[config.mk]
export PLATFORM = sky130hd
export DESIGN_NAME = hsi_link
export DESIGN_NICKNAME = d
export VERILOG_FILES = /design/src/rtl/hsi_link.sv
export SDC_FILE = /design/constraint.sdc
export NUM_CORES = 1
export LEC_CHECK = 0
export BUFFER_PORTS_ARGS = -buffer_cell sky130_fd_sc_hd__buf_4
export CAP_MARGIN = 20
export CORE_MARGIN = 4
export CORE_UTILIZATION = 55
export DETAILED_ROUTE_END_ITERATION = 7
export PLACE_DENSITY = 0.83
export SLEW_MARGIN = 5
export SYNTH_ARGS = -nofsm -noshare
export SYNTH_HDL_FRONTEND = slang
export SYNTH_SLANG_ARGS = --single-unit
[constraint.sdc]
create_clock -name MCK -period 2.98 [get_ports MCK]
set_input_delay 0 -clock MCK [delete_from_list [all_inputs] [get_ports MCK]]
set_output_delay 0 -clock MCK [all_outputs]
set_load 0.05 [all_outputs]
[src/rtl/hsi_link.sv]
// Far-end model of the controller HSI link: deserialises framed DTX into three DAC words
// and serialises three ADC words onto DRX, with the bring-up loopback modes.
module hsi_link #(
  parameter int unsigned WORD_W    = 16,
  parameter int unsigned NUM_WORDS = 3
) (
  input  logic              MCK,
  input  logic              RST_N,
  input  logic              DSYNC,
  input  logic              DTX,
  output logic              DRX,
  input  logic              HSI_LOOPBACK_EN,
  input  logic              DTX_LOOPBACK_EN,
  input  logic              DWA_LOOPBACK_EN,
  input  logic              ADC_LOOPBACK_EN,
  input  logic              DRX_LOOPBACK_EN,
  input  logic              DWA_LOOPBACK,
  input  logic [WORD_W-1:0] DRX_DATA0,
  input  logic [WORD_W-1:0] DRX_DATA1,
  input  logic [WORD_W-1:0] DRX_DATA2,
  output logic [WORD_W-1:0] DOUT_CAR,
  output logic [WORD_W-1:0] DOUT_FRCN,
  output logic [WORD_W-1:0] DOUT_FRCA
);

  localparam int unsigned FRAME_LEN = WORD_W * NUM_WORDS;
  localparam int unsigned CNT_W     = $clog2(FRAME_LEN);
  localparam logic [CNT_W-1:0] LAST_BIT = CNT_W'(FRAME_LEN - 1);

  typedef enum logic {ST_IDLE, ST_ACTIVE} state_t;

  state_t               state, state_next;
  logic [CNT_W-1:0]     cnt, cnt_next;
  logic                 shift_en, frame_done;
  logic                 rx_bit, ser_bit, drx_next;
  logic [FRAME_LEN-2:0] rx_sr, tx_sr;
  logic [FRAME_LEN-1:0] rx_word, tx_word;

  // Frame sequencer; DSYNC always restarts at bit 0, even in the final bit cycle
  always_comb begin
    state_next = state;
    cnt_next   = cnt;
    shift_en   = 1'b0;
    frame_done = 1'b0;
    if (state == ST_ACTIVE) begin
      shift_en = 1'b1;
      if (cnt == LAST_BIT) begin
        frame_done = 1'b1;
        state_next = ST_IDLE;
        cnt_next   = '0;
      end else begin
        cnt_next = cnt + CNT_W'(1);
      end
    end
    if (DSYNC) begin
      state_next = ST_ACTIVE;
      cnt_next   = '0;
    end
  end

  always_ff @(posedge MCK) begin
    if (!RST_N) begin
      state <= ST_IDLE;
      cnt   <= '0;
    end else begin
      state <= state_next;
      cnt   <= cnt_next;
    end
  end

  // Serial bit selection and DRX source priority
  always_comb begin
    rx_bit  = DWA_LOOPBACK_EN ? DWA_LOOPBACK : DTX;
    rx_word = {rx_sr, rx_bit};
    tx_word = HSI_LOOPBACK_EN ? {DOUT_CAR, DOUT_FRCN, DOUT_FRCA}
                              : {DRX_DATA0, DRX_DATA1, DRX_DATA2};
    ser_bit = 1'b0;
    if (DSYNC)
      ser_bit = tx_word[FRAME_LEN-1];
    else if (state == ST_ACTIVE && cnt != LAST_BIT)
      ser_bit = tx_sr[FRAME_LEN-2];
    drx_next = ser_bit;
    if (DTX_LOOPBACK_EN)
      drx_next = DTX;
    else if (DRX_LOOPBACK_EN)
      drx_next = DWA_LOOPBACK;
  end

  always_ff @(posedge MCK) begin
    if (!RST_N) begin
      rx_sr     <= '0;
      tx_sr     <= '0;
      DRX       <= 1'b0;
      DOUT_CAR  <= '0;
      DOUT_FRCN <= '0;
      DOUT_FRCA <= '0;
    end else begin
      DRX <= drx_next;
      if (DSYNC)
        rx_sr <= '0;
      else if (shift_en)
        rx_sr <= {rx_sr[FRAME_LEN-3:0], rx_bit};
      if (DSYNC)
        tx_sr <= tx_word[FRAME_LEN-2:0];
      else if (shift_en)
        tx_sr <= {tx_sr[FRAME_LEN-3:0], 1'b0};
      // ADC loopback overrides the deserialiser result
      if (ADC_LOOPBACK_EN) begin
        DOUT_CAR  <= DRX_DATA0;
        DOUT_FRCN <= DRX_DATA1;
        DOUT_FRCA <= DRX_DATA2;
      end else if (frame_done) begin
        DOUT_CAR  <= rx_word[FRAME_LEN-1 -: WORD_W];
        DOUT_FRCN <= rx_word[FRAME_LEN-1-WORD_W -: WORD_W];
        DOUT_FRCA <= rx_word[WORD_W-1:0];
      end
    end
  end

endmodule

==> results.yml <==
cells_and_area:
  synthToLayoutAreaGrowth_pct: 24.9
  drive_gt1_share_pct: 23.0
  nets: 908
  layout_commonest_cell: "dfxtp_1"
  mostFrequentLayoutCells: "dfxtp_1, buf_4, mux2i_1, o21ai_0, nand2_1"
  final_util_pct: 69.8
  antenna_cells: 0
grt:
  overflow: 0
  track_usage_pct: 25.6
  antenna_found_initial: 0
  grt_max_degree: 100
  grt_pass1_wl_mm: 30.7
  grt_pass1_vias: 6279
logic_synthesis:
  yosysTopAreaCell: "dfxtp_1"
  netlist_area_um2: 7030
  syn_nets: 797
  synth_ff_type: "dfxtp_1"
  synth-async-reset-ratio_pct: 0
  seq_area_frac_synth_pct: 42.7
  yosysUniqueCellTypes: 37
  yosysTopAreaCellShare_pct: 42.7
  ys_ff_latch: 150
  synthTopCellsByArea: "dfxtp_1, mux2i_1, mux2_2"
  synth.avg_cell_area_um2: 9.52
  synth-warning-count: 0
  synth_cells: 738
  synth-edff-count: 0
drt:
  drt_iter0_drc: 623
  vias: 6263
  drc: 0
  drtAntennaViolNets: 0
  wl_per_cell_um: 18.2
  firstDrtPassIters: 5
  post_drt_via_cell_ratio: 6.06
  routed_wl_mm: 18.8
timing:
  slew_headroom_pct: 29.5
  setup_viol: 0
  fmax_mhz: 428
  clock_skew_ns: 0.00720
  fin_crit_sh_pct: 78.3
  hold_violations: 0
  drv_slew: 0
  period_needed_ns: 2.33
  tightest_slew_ns: 1.06
  rsz0062_at_grt: "false"
  fin_setup_tns_ns: 0
clocking:
  ctsResizeCount: 0
  cts-root-buf: "clkbuf_16"
  cts_tree: "yes"
  cts_setup_buffers: 0
  clock-sinks: 150
  cts_buffer_depth: 2
  htreeDepth: 4
  numCtsBuffers: 17
  insertion_delay_ns: 0.41
  path_clk_slew_ns: 0.06
floorplanning:
  die_area_um2: 14700
  dieWidth_um: 121
  die_height_um: 121
  core_um2: 12600
  rows: 41
  ios: 107
  initial_core_util_pct: 55.9
setup_path:
  crit_fanout: 34
  critPathArrivalTime_ns: 2.64
  cp.required_ns: 3.28
  path_cells: "nor2b_4 > a31oi_1 > o211a_1 > dlygate4sd3_1"
  crit_type: "flip-flop to flip-flop"
  rr_worst_depth: 4
  path_buf_inv: 1
  critPathMaxStageDelay_ns: 0.70
  cp_num_cells: 4
  path_delay_family: "simple AND/OR/NAND/NOR gates"
  end_kind: "flip-flop"
  startpoint_type: "flip-flop"
  cp_slowest_cell: "nor2b_4"
power:
  power_leakage_nw: 4.00
  p_per_area_nw_per_um2: 569
  peakVddDrop_v: 0.000323
min_path:
  holdPathStages: 3
  hold_class: "input pin to flip-flop"
placed_design:
  dpl.hpwl_mm: 10.6
  gp_congestion: 0.756
  io_buffer_count: 106
outcome:
  outcome: "finished clean"
job:
  maxCapViolCount: 0
==> through the flow <==
stage	setup slack [ns]	total power (W)	instance area, um^2	hold WS (ns)	std cells
finish	0.646	0.00499	8780	0.0956	1033
detailed placement	1.13	0.00294	7710	0.277	951
CTS	0.749	0.00499	8780	0.0841	1033
global placement	1.17	0.00291	7710	0.274	951
global route	0.549	0.00517	8780	0.0938	1033
floorplan	1.56	0.00273	7030	0.157	738
==> final timing paths <==
kind                 start            end  slack [ns]
max                 cnt[5]            DRX        0.65
min                    DTX       rx_sr[0]         0.1
max reg2reg         cnt[5]            DRX        0.65
min reg2reg  DOUT_FRCN[10]  DOUT_FRCN[10]        0.49
==> registers in the layout, summed over array words and instances, names as in the netlist <==
signal	cells
rx_sr	47
DOUT_CAR	16
tx_sr	47
DOUT_FRCA	16
cnt	6
DOUT_FRCN	16
DRX	1
state	1
==> where the power goes <==
part / leakage (nW) / switching (W) / internal, W
clock network: 0.270 / 0.000828 / 0.00119
logic: 2.49 / 0.000444 / 0.000348
registers: 1.23 / 0.0000748 / 0.00210
total: 4.00 / 0.00135 / 0.00365
==> per-layer routing <==
metal | share of wire [%] | global-route usage (%)
met4 | 3.2 | 11.5
met3 | 5.9 | 4.99
met5 | 0 | 0
met1 | 40 | 30.6
met2 | 51 | 44.5
==> tightest hold or removal path, stage by stage <==
cell      delay, ns
buf_4          0.08
mux2i_1        0.12
a211oi_1       0.25
==> cells in the mapped netlist (2+ instances only) <==
cell type	count
nand2b_1	2
nor2_1	50
dfxtp_1	150
o21ai_0	88
mux2_2	45
mux2_1	3
xor2_1	2
inv_1	2
a31oi_1	49
clkbuf_2	2
nor2b_1	3
buf_1	3
o211a_1	47
buf_6	14
or3_1	2
nand2_1	53
nor3b_1	2
o21ai_1	7
buf_2	17
a21oi_1	50
clkbuf_1	32
buf_4	7
mux2i_1	94
==> what timing repair did <==
item	CTS	global route
setup endpoints to repair	0	0
hold buffers	51	0
hold endpoints to repair	95	0
==> cells by family (layout without fill, tap and decap cells) <==
| logic type | after synthesis | in the layout | share of synthesized area (%) |
|---|---|---|---|
| adder cells (fa/ha/maj) | 1 | 1 | 0.178 |
| XOR/XNOR | 2 | 2 | 0.249 |
| AND/OR/NAND/NOR | 118 | 118 | 7.03 |
| buffers and inverters | 77 | 200 | 6.32 |
| AO/OA/AOI/OAI | 248 | 248 | 22.4 |
| multiplexers | 142 | 142 | 21.1 |
| flip-flops | 150 | 150 | 42.7 |
==> area by class of cell <==
class,count,area [um^2]
Sequential cell,150,3010
Multi-Input combinational cell,511,3590
Inverter,2,7.51
Timing Repair Buffer,167,1390
Fill cell,888,3790
Clock buffer,21,460
Clock inverter,10,98.8
Tap cell,172,215
Power figures use the tool's default switching activity.
